### src/rtl/mem_port_ctrl.sv
`default_nettype none
// ============================================================================
// Module      : mem_port_ctrl
// Description : Memory port controller placed after a multi-cycle control
//               unit. Converts per-stage memory commands into a handshaked
//               read or write on a single shared memory bus, holds the
//               fetched instruction (ir) and loaded data (mdr), and stalls
//               the control unit until the access has finished.
// Revision    : 1.0 - initial release
// ============================================================================
module mem_port_ctrl #(
    parameter int WORD_SIZE = 16,
    parameter int TIMEOUT   = 255,
    parameter int CNT_W     = 8
) (
    input  logic                 clk,
    input  logic                 reset_n,

    // Command interface from the control unit
    input  logic                 i_mem_read,
    input  logic                 d_mem_read,
    input  logic                 d_mem_write,
    input  logic                 i_or_d,
    input  logic [WORD_SIZE-1:0] pc,
    input  logic [WORD_SIZE-1:0] alu_out,
    input  logic [WORD_SIZE-1:0] store_data,

    // Memory bus responses
    input  logic                 input_ready,
    input  logic                 ack_output,
    input  logic [WORD_SIZE-1:0] data_in,

    // Memory bus requests
    output logic                 read_m,
    output logic                 write_m,
    output logic [WORD_SIZE-1:0] address,
    output logic [WORD_SIZE-1:0] data_out,
    output logic                 data_oe,

    // Captured data and status back to the datapath / control unit
    output logic [WORD_SIZE-1:0] ir,
    output logic [WORD_SIZE-1:0] mdr,
    output logic                 stall,
    output logic                 mem_error
);

    // ------------------------------------------------------------------------
    // State encoding
    // ------------------------------------------------------------------------
    typedef enum logic [1:0] {
        IDLE    = 2'd0,
        RD_WAIT = 2'd1,
        WR_WAIT = 2'd2,
        DONE    = 2'd3
    } state_t;

    // Counter value seen during the last allowed wait cycle: the access is
    // abandoned at the edge that closes wait cycle number TIMEOUT.
    localparam logic [CNT_W-1:0] c_CNT_LAST = CNT_W'((TIMEOUT > 0) ? TIMEOUT - 1 : 0);
    localparam logic [CNT_W-1:0] c_CNT_ONE  = CNT_W'(1);

    // ------------------------------------------------------------------------
    // Registers
    // ------------------------------------------------------------------------
    state_t                 r_state;
    logic                   r_is_fetch;   // read destination: 1 -> ir, 0 -> mdr
    logic [CNT_W-1:0]       r_cnt;        // wait cycles elapsed in current access
    logic                   r_read_m;
    logic                   r_write_m;
    logic [WORD_SIZE-1:0]   r_address;
    logic [WORD_SIZE-1:0]   r_data_out;
    logic [WORD_SIZE-1:0]   r_ir;
    logic [WORD_SIZE-1:0]   r_mdr;
    logic                   r_mem_error;

    // ------------------------------------------------------------------------
    // Combinational decode
    // ------------------------------------------------------------------------
    logic w_req;
    logic w_conflict;
    logic w_timeout;
    logic w_stall;

    // Any memory command pending from the control unit
    assign w_req      = i_mem_read | d_mem_read | d_mem_write;

    // Two or more commands in one cycle is a control-unit bug worth flagging
    assign w_conflict = (i_mem_read & d_mem_read) |
                        (i_mem_read & d_mem_write) |
                        (d_mem_read & d_mem_write);

    // Last permitted wait cycle reached; a zero TIMEOUT waits forever
    assign w_timeout  = (TIMEOUT != 0) && (r_cnt == c_CNT_LAST);

    // Hold the control unit from the request cycle until the access ends;
    // DONE releases it for exactly one cycle so mPC can advance.
    always_comb begin
        w_stall = 1'b0;
        case (r_state)
            IDLE:    w_stall = w_req;
            RD_WAIT: w_stall = 1'b1;
            WR_WAIT: w_stall = 1'b1;
            DONE:    w_stall = 1'b0;
            default: w_stall = 1'b0;
        endcase
    end

    // ------------------------------------------------------------------------
    // Transaction FSM with registered bus strobes and captured data
    // ------------------------------------------------------------------------
    // Sequences one access per request and owns every registered output
    always_ff @(posedge clk or negedge reset_n) begin
        if (!reset_n) begin
            r_state     <= IDLE;
            r_is_fetch  <= 1'b0;
            r_cnt       <= '0;
            r_read_m    <= 1'b0;
            r_write_m   <= 1'b0;
            r_address   <= '0;
            r_data_out  <= '0;
            r_ir        <= '0;
            r_mdr       <= '0;
            r_mem_error <= 1'b0;
        end else begin
            case (r_state)
                IDLE: begin
                    if (w_req) begin
                        // Snapshot the operands so they stay stable while
                        // the control unit is stalled.
                        r_address  <= i_or_d ? alu_out : pc;
                        r_data_out <= store_data;
                        r_cnt      <= '0;
                        if (w_conflict) begin
                            r_mem_error <= 1'b1;
                        end
                        // Priority: write, then load, then fetch
                        if (d_mem_write) begin
                            r_write_m <= 1'b1;
                            r_state   <= WR_WAIT;
                        end else begin
                            r_read_m   <= 1'b1;
                            r_is_fetch <= ~d_mem_read;
                            r_state    <= RD_WAIT;
                        end
                    end
                end

                RD_WAIT: begin
                    // A response on the closing edge wins over the timeout
                    if (input_ready) begin
                        if (r_is_fetch) begin
                            r_ir <= data_in;
                        end else begin
                            r_mdr <= data_in;
                        end
                        r_read_m <= 1'b0;
                        r_state  <= DONE;
                    end else if (w_timeout) begin
                        r_mem_error <= 1'b1;
                        r_read_m    <= 1'b0;
                        r_state     <= DONE;
                    end else begin
                        r_cnt <= r_cnt + c_CNT_ONE;
                    end
                end

                WR_WAIT: begin
                    if (ack_output) begin
                        r_write_m <= 1'b0;
                        r_state   <= DONE;
                    end else if (w_timeout) begin
                        r_mem_error <= 1'b1;
                        r_write_m   <= 1'b0;
                        r_state     <= DONE;
                    end else begin
                        r_cnt <= r_cnt + c_CNT_ONE;
                    end
                end

                DONE: begin
                    // The finished request is still asserted here; ignore it
                    r_state <= IDLE;
                end

                default: begin
                    r_state   <= IDLE;
                    r_read_m  <= 1'b0;
                    r_write_m <= 1'b0;
                end
            endcase
        end
    end

    // ------------------------------------------------------------------------
    // Output mapping
    // ------------------------------------------------------------------------
    assign read_m    = r_read_m;
    assign write_m   = r_write_m;
    assign data_oe   = r_write_m;
    assign address   = r_address;
    assign data_out  = r_data_out;
    assign ir        = r_ir;
    assign mdr       = r_mdr;
    assign stall     = w_stall;
    assign mem_error = r_mem_error;

endmodule
`default_nettype wire

### config.mk
export PLATFORM = sky130hd
export DESIGN_NAME = mem_port_ctrl
export DESIGN_NICKNAME = d
export VERILOG_FILES = /design/src/rtl/mem_port_ctrl.sv
export SDC_FILE = /design/constraint.sdc
export NUM_CORES = 1
export LEC_CHECK = 0
export CAP_MARGIN = 20
export CORE_ASPECT_RATIO = 1.5
export CORE_MARGIN = 10
export CORE_UTILIZATION = 30
export CTS_BUF_LIST = sky130_fd_sc_hd__clkbuf_4
export DETAILED_ROUTE_END_ITERATION = 10
export HOLD_SLACK_MARGIN = 0.12
export SLEW_MARGIN = 20
export SYNTH_ARGS = -nofsm -noshare
export SYNTH_HDL_FRONTEND = slang
export SYNTH_SLANG_ARGS = --single-unit
### constraint.sdc
create_clock -name clk -period 3.7 [get_ports clk]
set_clock_uncertainty 0.2 [all_clocks]
set_input_delay 0.37 -clock clk [delete_from_list [all_inputs] [get_ports clk]]
set_output_delay 0.37 -clock clk [all_outputs]
set_load 0.02 [all_outputs]
==> impl_metrics.toml, run 1 <==
[clock_network]
cts_max_level = 3
insertion_delay_ns = 0.43
tritoncts = "done"
cts-buffers-inserted = 9
clock-root-buffer = "clkbuf_4"
postCtsSetupBuffers = 0
cts_sinks = 78
clk_pin_slew_ns = 0.15
cts_buffer_depth = 2

[pwr]
peakVddDrop_uv = 336
p_int_uw = 2580
power_leakage_uw = 0.00217
pwr-share-seq_pct = 34.0
pwr-share-clk_pct = 13.0
switchingPower_uw = 1680
swShare_pct = 39.4
power.density_mw_per_mm2 = 827
power_frac_comb_pct = 53.1

[synthesis]
netlist_area_mm2 = 0.00341
synth_top_area_share_pct = 57.2
synth_edf_count = 0
synthesis.nets = 352
ys_types = 33
yosys-top-cells-area = "dfrtp_1, mux2_2, mux2i_1"
syn_inst = 274
ys_seq_area_share_pct = 57.2
synth_top_cell_by_area = "dfrtp_1"
synth_area_per_cell_um2 = 12.5
ys_ff_latch = 78
synth_warnings = 0
ys_async_sr_fraction_pct = 100
synth_ff_type = "dfrtp_1"

[setup_path]
path_depth = 5
crit_path_start_kind = "register"
cp.buffers_inverters = 2
worstPathCellList = "inv_1 -> ha_1 -> nor4b_2 -> nor2_1 -> clkdlybuf4s50_1"
required_ns = 3.13
reg2reg_depth = 6
crit_type = "reg2out"
critical_path.top_delay_family = "buffers and inverters"
crit_path_top_delay_cell = "clkdlybuf4s50_1"
critPathMaxFanout = 7
cp_data_arrival_time_ns = 2.39
r2r_setup_slack_ns = 1.28
max_stage_delay_ns = 0.55
cp-end-kind = "output port"

[sta]
finalSetupViolations = 0
slew_headroom_pct = 36.9
rsz0062_at_grt = "no"
tightestPinTransition_ns = 0.943
period_needed_ns = 2.96
drv_slew = 0
final_hold_viol_count = 0
clock.fmax_mhz = 338
setup_tns_ns = 0
period_share_pct = 80.0

[final_layout]
diodes = 0
design_area_mm2 = 0.00514
fin_nets = 494
fillCellCount = 1025
seqCellArea_mm2 = 0.00195
multi_input_area_mm2 = 0.00139
drive_gt1_share_pct = 17.3
area_growth_pct = 50.6

[global_routing]
overflow = 0
grt_max_degree = 79
grt_pass1_vias = 2775
grt_usage_pct = 11.9
grt_pass1_wl_um = 15200
antenna_found_initial = 0

[min_path]
hold_path_depth = 1
holdCritPathClass = "reg2reg"

[route]
wirelength_um = 9720
vias_per_cell = 4.71
drc_errors = 0
drt_iter0_drc = 71
post_drt_wl_per_cell_um = 17.1
dr.pass1.iters = 4
route.vias.total = 2676
ant_nets = 0

[die]
die-area_mm2 = 0.0161
die_h_um = 151
initial_core_util_pct = 30.7
core_mm2 = 0.0111
core.rowCount = 47
num_io_pins = 141
die_w_um = 107

[placed_design]
dp_hpwl_um = 7290
gp_congestion = 0.801
place_area_mm2 = 0.00498
port_buffers = 140

[flow_run]
drv_cap = 0

[run_status]
status = "finished, final reports clean"
[routing by layer]
| layer | track usage, % | routed length [µm] | up-vias |
|---|---|---|---|
| met4 | 4.55 | 123 | 0 |
| met3 | 4.75 | 901 | 12 |
| met2 | 20.1 | 4860 | 109 |
| li1 | - | - | 1273 |
| met1 | 13.0 | 3840 | 1282 |
| met5 | 0 | 0 | - |
[state kept, by name (all words and copies together) (netlist names)]
name,count
data_oe,1
address,16
read_m,1
mem_error,1
ir,16
r_state,2
r_is_fetch,1
data_out,16
mdr,16
r_cnt,8
[placed cells by master (no fill, tap or decap), drive strengths merged, types with 4 or more instances in the layout]
| master | count |
|---|---|
| a21oi | 10 |
| buf | 5 |
| clkbuf | 9 |
| clkdlybuf4s50 | 139 |
| dfrtp | 78 |
| ha | 6 |
| inv | 10 |
| mux2 | 48 |
| mux2i | 17 |
| nand2 | 20 |
| nand3 | 7 |
| nor2 | 13 |
| o21ai | 23 |
| o31ai | 4 |
[timing repair]
action / CTS / global route
endpoints found under the setup margin: 0 / 0
resized for setup: 0 / 0
hold buffers: 1 / 0
hold endpoints to repair: 78 / 0
[through the flow]
step	power [µW]	worst slack, ns	std cells	hold WS, ns	util [%]
5_1_grt	4560	0.543	568	0.293	46.3
3_5_place_dp	3770	0.881	551	0.243	44.8
4_1_cts	4340	0.655	568	0.275	46.2
6_report	4250	0.740	568	0.272	46.3
2_1_floorplan	2660	1.61	274	-0.126	-
3_3_place_gp	3720	0.937	551	0.244	44.8
[Yosys cell counts (4+ instances only)]
cell,count
mux2i_1,17
dfrtp_1,78
clkbuf_1,10
mux2_2,48
nand2_1,20
nand3_1,7
o21ai_0,23
ha_1,6
o31ai_1,4
nor2_1,13
a21oi_1,10
inv_1,6
[area by class of cell]
class                           count  area share, %
Clock inverter                      7           1.56
Sequential cell                    78           38.0
Inverter                            6          0.438
Tap cell                          147           3.58
Multi-Input combinational cell    176           27.1
Timing Repair Buffer              145           28.1
Clock buffer                        9           1.31
[worst paths after layout]
check / start / endpoint
min in group asynchronous: reset_n / data_oe$_DFFE_PN0P_
min: mem_error$_DFFE_PN0P_ / mem_error$_DFFE_PN0P_
max in group asynchronous: reset_n / mdr[5]$_DFFE_PN0P_
max reg2reg: r_state[0]$_DFFE_PN0N_ / r_cnt[5]$_DFFE_PN0P_
min reg2reg: mem_error$_DFFE_PN0P_ / mem_error$_DFFE_PN0P_
max: r_state[1]$_DFFE_PN0N_ / stall
[cell families (layout without fill, tap and decap cells)]
group,count (synthesis),in the layout,synth area share (%)
AND/OR/NAND/NOR,49,49,6.67
flip-flops,78,78,57.2
multiplexers,65,65,20.8
buffers and inverters,20,167,2.42
adder cells (fa/ha/maj),6,6,2.20
AO/OA/AOI/OAI,56,56,10.7
[power groups by stage]
stage	combinational, µW	clock, µW	sequential, µW
after floorplan	761	0	1900
after global placement	2270	0	1450
after detailed placement	2300	0	1470
final	2260	553	1440
after global routing	2440	617	1500
after CTS	2310	580	1450
Power figures use the tool's default switching activity.
==> run 2: changes to the inputs <==
==> constraint.sdc (replaced) <==
create_clock -name clk -period 3 [get_ports clk]
set_clock_uncertainty 0.2 [all_clocks]
set_input_delay 0.3 -clock clk [delete_from_list [all_inputs] [get_ports clk]]
set_output_delay 0.3 -clock clk [all_outputs]
set_load 0.02 [all_outputs]
==> run 2 against run 1 <==
Compared with the run above:
- clock power is 2% higher
- largest power group unchanged
- wire length is 0.72% lower
- critical path depth stayed put
- first-iteration DRC count is 85% higher
- setup slack worse by 0.54 ns
- cell count is 0.35% higher
- flip-flop and latch count stayed put
- global-route usage hardly changed
- register-to-register slack worse by 0.69 ns
- design area is 0.15% higher
- utilization is 0.067 points higher
==> impl_metrics.toml, run 2 (synthesis gave the netlist of run 1 again) <==
[sta]
drv_slew = 0
period_share_pct = 93.4
rsz0062_at_grt = "no"
period_needed_ns = 2.80
final_hold_viol_count = 0
clock.fmax_mhz = 357
finalSetupViolations = 0
tightestPinTransition_ns = 0.716
setup_tns_ns = 0
slew_headroom_pct = 52.3

[die]
die-area_mm2 = 0.0161
initial_core_util_pct = 30.7
core.rowCount = 47
die_h_um = 151
num_io_pins = 141
core_mm2 = 0.0111
die_w_um = 107

[route]
dr.pass1.iters = 4
wirelength_um = 9650
drc_errors = 0
route.vias.total = 2667
ant_nets = 0
vias_per_cell = 4.68
post_drt_wl_per_cell_um = 16.9
drt_iter0_drc = 131

[min_path]
holdCritPathClass = "in2async"

[setup_path]
cp.buffers_inverters = 2
worstPathCellList = "inv_1 -> ha_1 -> nor4b_4 -> nor2_1 -> clkdlybuf4s50_1"
crit_type = "reg2out"
critPathMaxFanout = 7
cp-end-kind = "output port"
critical_path.top_delay_family = "buffers and inverters"
crit_path_top_delay_cell = "clkdlybuf4s50_1"
max_stage_delay_ns = 0.55
required_ns = 2.50
cp_data_arrival_time_ns = 2.30
crit_path_start_kind = "register"

[run_status]
status = "finished, final reports clean"

[global_routing]
antenna_found_initial = 0
grt_pass1_vias = 2818
grt_pass1_wl_um = 15000
overflow = 0
grt_usage_pct = 11.9
grt_max_degree = 79

[pwr]
switchingPower_uw = 2040
power_frac_comb_pct = 54.5
power.density_mw_per_mm2 = 1000
power_leakage_uw = 0.00217
pwr-share-seq_pct = 34.6
p_int_uw = 3120
pwr-share-clk_pct = 11.0
peakVddDrop_uv = 502
swShare_pct = 39.5

[placed_design]
gp_congestion = 0.775
port_buffers = 140
dp_hpwl_um = 7250
dp_cells = 553

[clock_network]
cts-buffers-inserted = 9
postCtsSetupBuffers = 0
tritoncts = "done"
cts_max_level = 3
clock-root-buffer = "clkbuf_4"
clk_pin_slew_ns = 0.13
cts_buffer_depth = 2
insertion_delay_ns = 0.44
cts_sinks = 78

[flow_run]
drv_cap = 0

[final_layout]
drive_gt1_share_pct = 17.7
fin_cells = 570
diodes = 0
final_cell_mix = "clkdlybuf4s50_1, dfrtp_1, mux2_2"
final_common_cell = "clkdlybuf4s50_1"
area_growth_pct = 50.8
fin_nets = 496
==> run 2: cell types whose count changed in the layout (fill, tap and decap cells not counted), sizes merged <==
| cell | previous run | this run |
|---|---|---|
| inv | 10 | 6 |
| clkinv | 1 | 2 |
| clkinvlp | 1 | 3 |
| clkbuf | 9 | 11 |
| buf | 5 | 7 |
| bufinv | 1 | 0 |
==> run 2: timing repair <==
action / in CTS / in global routing
resized for setup: 0 / 1
setup endpoints to repair: 0 / 1
hold buffers: 1 / 0
hold endpoints to repair: 78 / 0
==> run 2: path summary, 6_finish.rpt <==
check,start,to,slack [ns],cells past startpoint
worst min-delay path,reset_n,data_out[5]$_DFFE_PN0P_,0.23,2
worst max-delay path,r_state[1]$_DFFE_PN0N_,stall,0.20,5
max in group asynchronous,reset_n,data_out[9]$_DFFE_PN0P_,1.85,2
worst max register to register,r_state[1]$_DFFE_PN0N_,r_cnt[5]$_DFFE_PN0P_,0.59,6
min in group clk,store_data[11],data_out[11]$_DFFE_PN0P_,0.25,2
worst min register to register,mem_error$_DFFE_PN0P_,mem_error$_DFFE_PN0P_,0.27,1
==> run 2: layout make-up <==
cell class / instances / area (µm²)
Fill cell: 999 / 5970
Clock inverter: 5 / 36.3
Timing Repair Buffer: 147 / 1470
Multi-Input combinational cell: 176 / 1400
Sequential cell: 78 / 1950
Inverter: 6 / 22.5
Clock buffer: 11 / 82.6
Tap cell: 147 / 184
==> run 2: metrics by stage <==
stage                     power, µW  instance area, µm²  hold slack, ns  setup slack [ns]  util, %
after floorplan                3280                3410          -0.196             0.910        -
after CTS                      5250                5140           0.222            0.0567     46.2
final                          5160                5150           0.231             0.199     46.3
after global placement         4610                5010           0.246             0.514     45.1
after detailed placement       4670                5010           0.258             0.483     45.1
after global routing           5520                5150           0.227            0.0488     46.3
==> run 2: layer usage <==
layer  GRT usage [%]  vias up  routed length [µm]
met5               0        -                   0
met4            6.66        0                 228
met3            3.25       17                 670
met2            19.9      109                4870
met1            13.2     1266                3880
li1                -     1275                   -
==> run 2: power by group through the flow <==
stage               Combinational [µW]  Clock (µW)  Sequential [µW]
global placement                  2820           0             1790
detailed placement                2850           0             1810
global route                      3040         633             1850
CTS                               2860         593             1790
floorplan                          938           0             2340
finish                            2810         566             1780
==> variant, RTL diff (config.mk and constraints of run 1) <==
Register the output `mem_error` once more, cleared by the reset; this adds one clock of latency there. The other outputs are not delayed to match.
--- a/src/rtl/mem_port_ctrl.sv
+++ b/src/rtl/mem_port_ctrl.sv
@@ -202,7 +202,13 @@
     assign ir        = r_ir;
     assign mdr       = r_mdr;
     assign stall     = w_stall;
-    assign mem_error = r_mem_error;
+    always_ff @(posedge clk or negedge reset_n) begin
+        if (!reset_n) begin
+            mem_error <= '0;
+        end else begin
+            mem_error <= r_mem_error;
+        end
+    end
 
 endmodule
 `default_nettype wire
Check against the original RTL: not equivalent (a bounded check fails within 4 cycles, from zero or initial values and one cycle with reset_n low).
==> variant against run 1 <==
- sequential cell count grew 1
- synthesized area grew 1.0%
- highest routed layer is now met5
- critical path type unchanged
- register-to-register slack lost 0.08 ns
- design area grew 0.44%
- worst setup slack gained 0.11 ns
- wire length grew 1.4%
- total power grew 4.0%
- sequential power grew 3%
==> variant: results <==
export IMPL_highest_layer="met5"
export IMPL_seqAreaFraction_pct=38.28
export IMPL_wl_met3_um=754
export IMPL_status="complete, no violations"
export IMPL_multi_input_area_share_pct=27.02
export IMPL_critPathLaunch="r_state[0]"
export IMPL_met1_usage_pct=12.73
export IMPL_min_to="mem_error"
export IMPL_syn_inst=277
export IMPL_num_fill_cells=1051
export IMPL_grt_max_degree=80
export IMPL_met2_length_um=5372
export IMPL_grtUsageMet3_pct=4.466
export IMPL_hold_ws_ns=0.1993
export IMPL_worst_pin_slew_ns=0.9629
export IMPL_syn_nets=355
export IMPL_cp_max_fo=11
export IMPL_synth_area_top_cells="dfrtp_1 57%, mux2_2 16%, mux2i_1 4.6%, o21ai_0 3.6%, nand2_1 2.4%"
export IMPL_routedLengthMet1_um=3613
export IMPL_holdPathStages=0
export IMPL_synth_yosys_seq_area_share_pct=57.33
export IMPL_grt_usage_pct=12.26
export IMPL_wl_per_cell_um=17.36
export IMPL_leakage_uw=0.002149
export IMPL_buffer_area_share_pct=27.65
export IMPL_ys_top_cells_by_count="79 x dfrtp_1, 48 x mux2_2, 25 x o21ai_0"
export IMPL_multi_input_cells=179
export IMPL_synth_distinct_cells=40
export IMPL_period_share_pct=77.02
export IMPL_avgSynthCellArea_um2=12.45
export IMPL_layout_drive_gt1_share_pct=16.86
export IMPL_ir_drop_uv=408.7
export IMPL_num_nonclk_buffers=143
export IMPL_grt_pass1_wl_um=15710
export IMPL_hold_start="r_mem_error"
export IMPL_gp_congestion=0.7622
export IMPL_drt_iter0_drc=99
export IMPL_grt_pass1_vias=2921
export IMPL_nFlopsAndLatches=79
export IMPL_cp_arrival_ns=2.28
export IMPL_max_stage_delay_ns=0.62
[variant: cell count changes in the layout (fill, tap and decap cells not counted), sizes merged, moves of 2 or more]
| cell | delta |
|---|---|
| nor2 | -2 |
| nand4 | +2 |
| buf | -2 |
| o22ai | -2 |
| o21ai | +3 |
| or4b | +2 |
| inv | -6 |
| a22o | -3 |
| nand2 | +2 |
| o31ai | -3 |
| and3 | -2 |
| clkinv | +3 |
| nor2b | +3 |
| a2bb2oi | -2 |
[variant: where the power goes]
part           total [uW]  leakage (uW)  switching (uW)  internal (uW)
Clock                 594     0.0000837             319            275
Combinational        2340       0.00112            1170           1180
Sequential           1490      0.000946             225           1270
Total                4430       0.00215            1710           2720
[variant: cells by family after synthesis]
group                    count (synthesis)  share of synthesized area [%]
flip-flops                              79                          57.33
multiplexers                            64                          20.32
AND/OR/NAND/NOR                         55                          7.910
AO/OA/AOI/OAI                           54                          9.725
buffers and inverters                   19                          2.540
adder cells (fa/ha/maj)                  6                          2.177
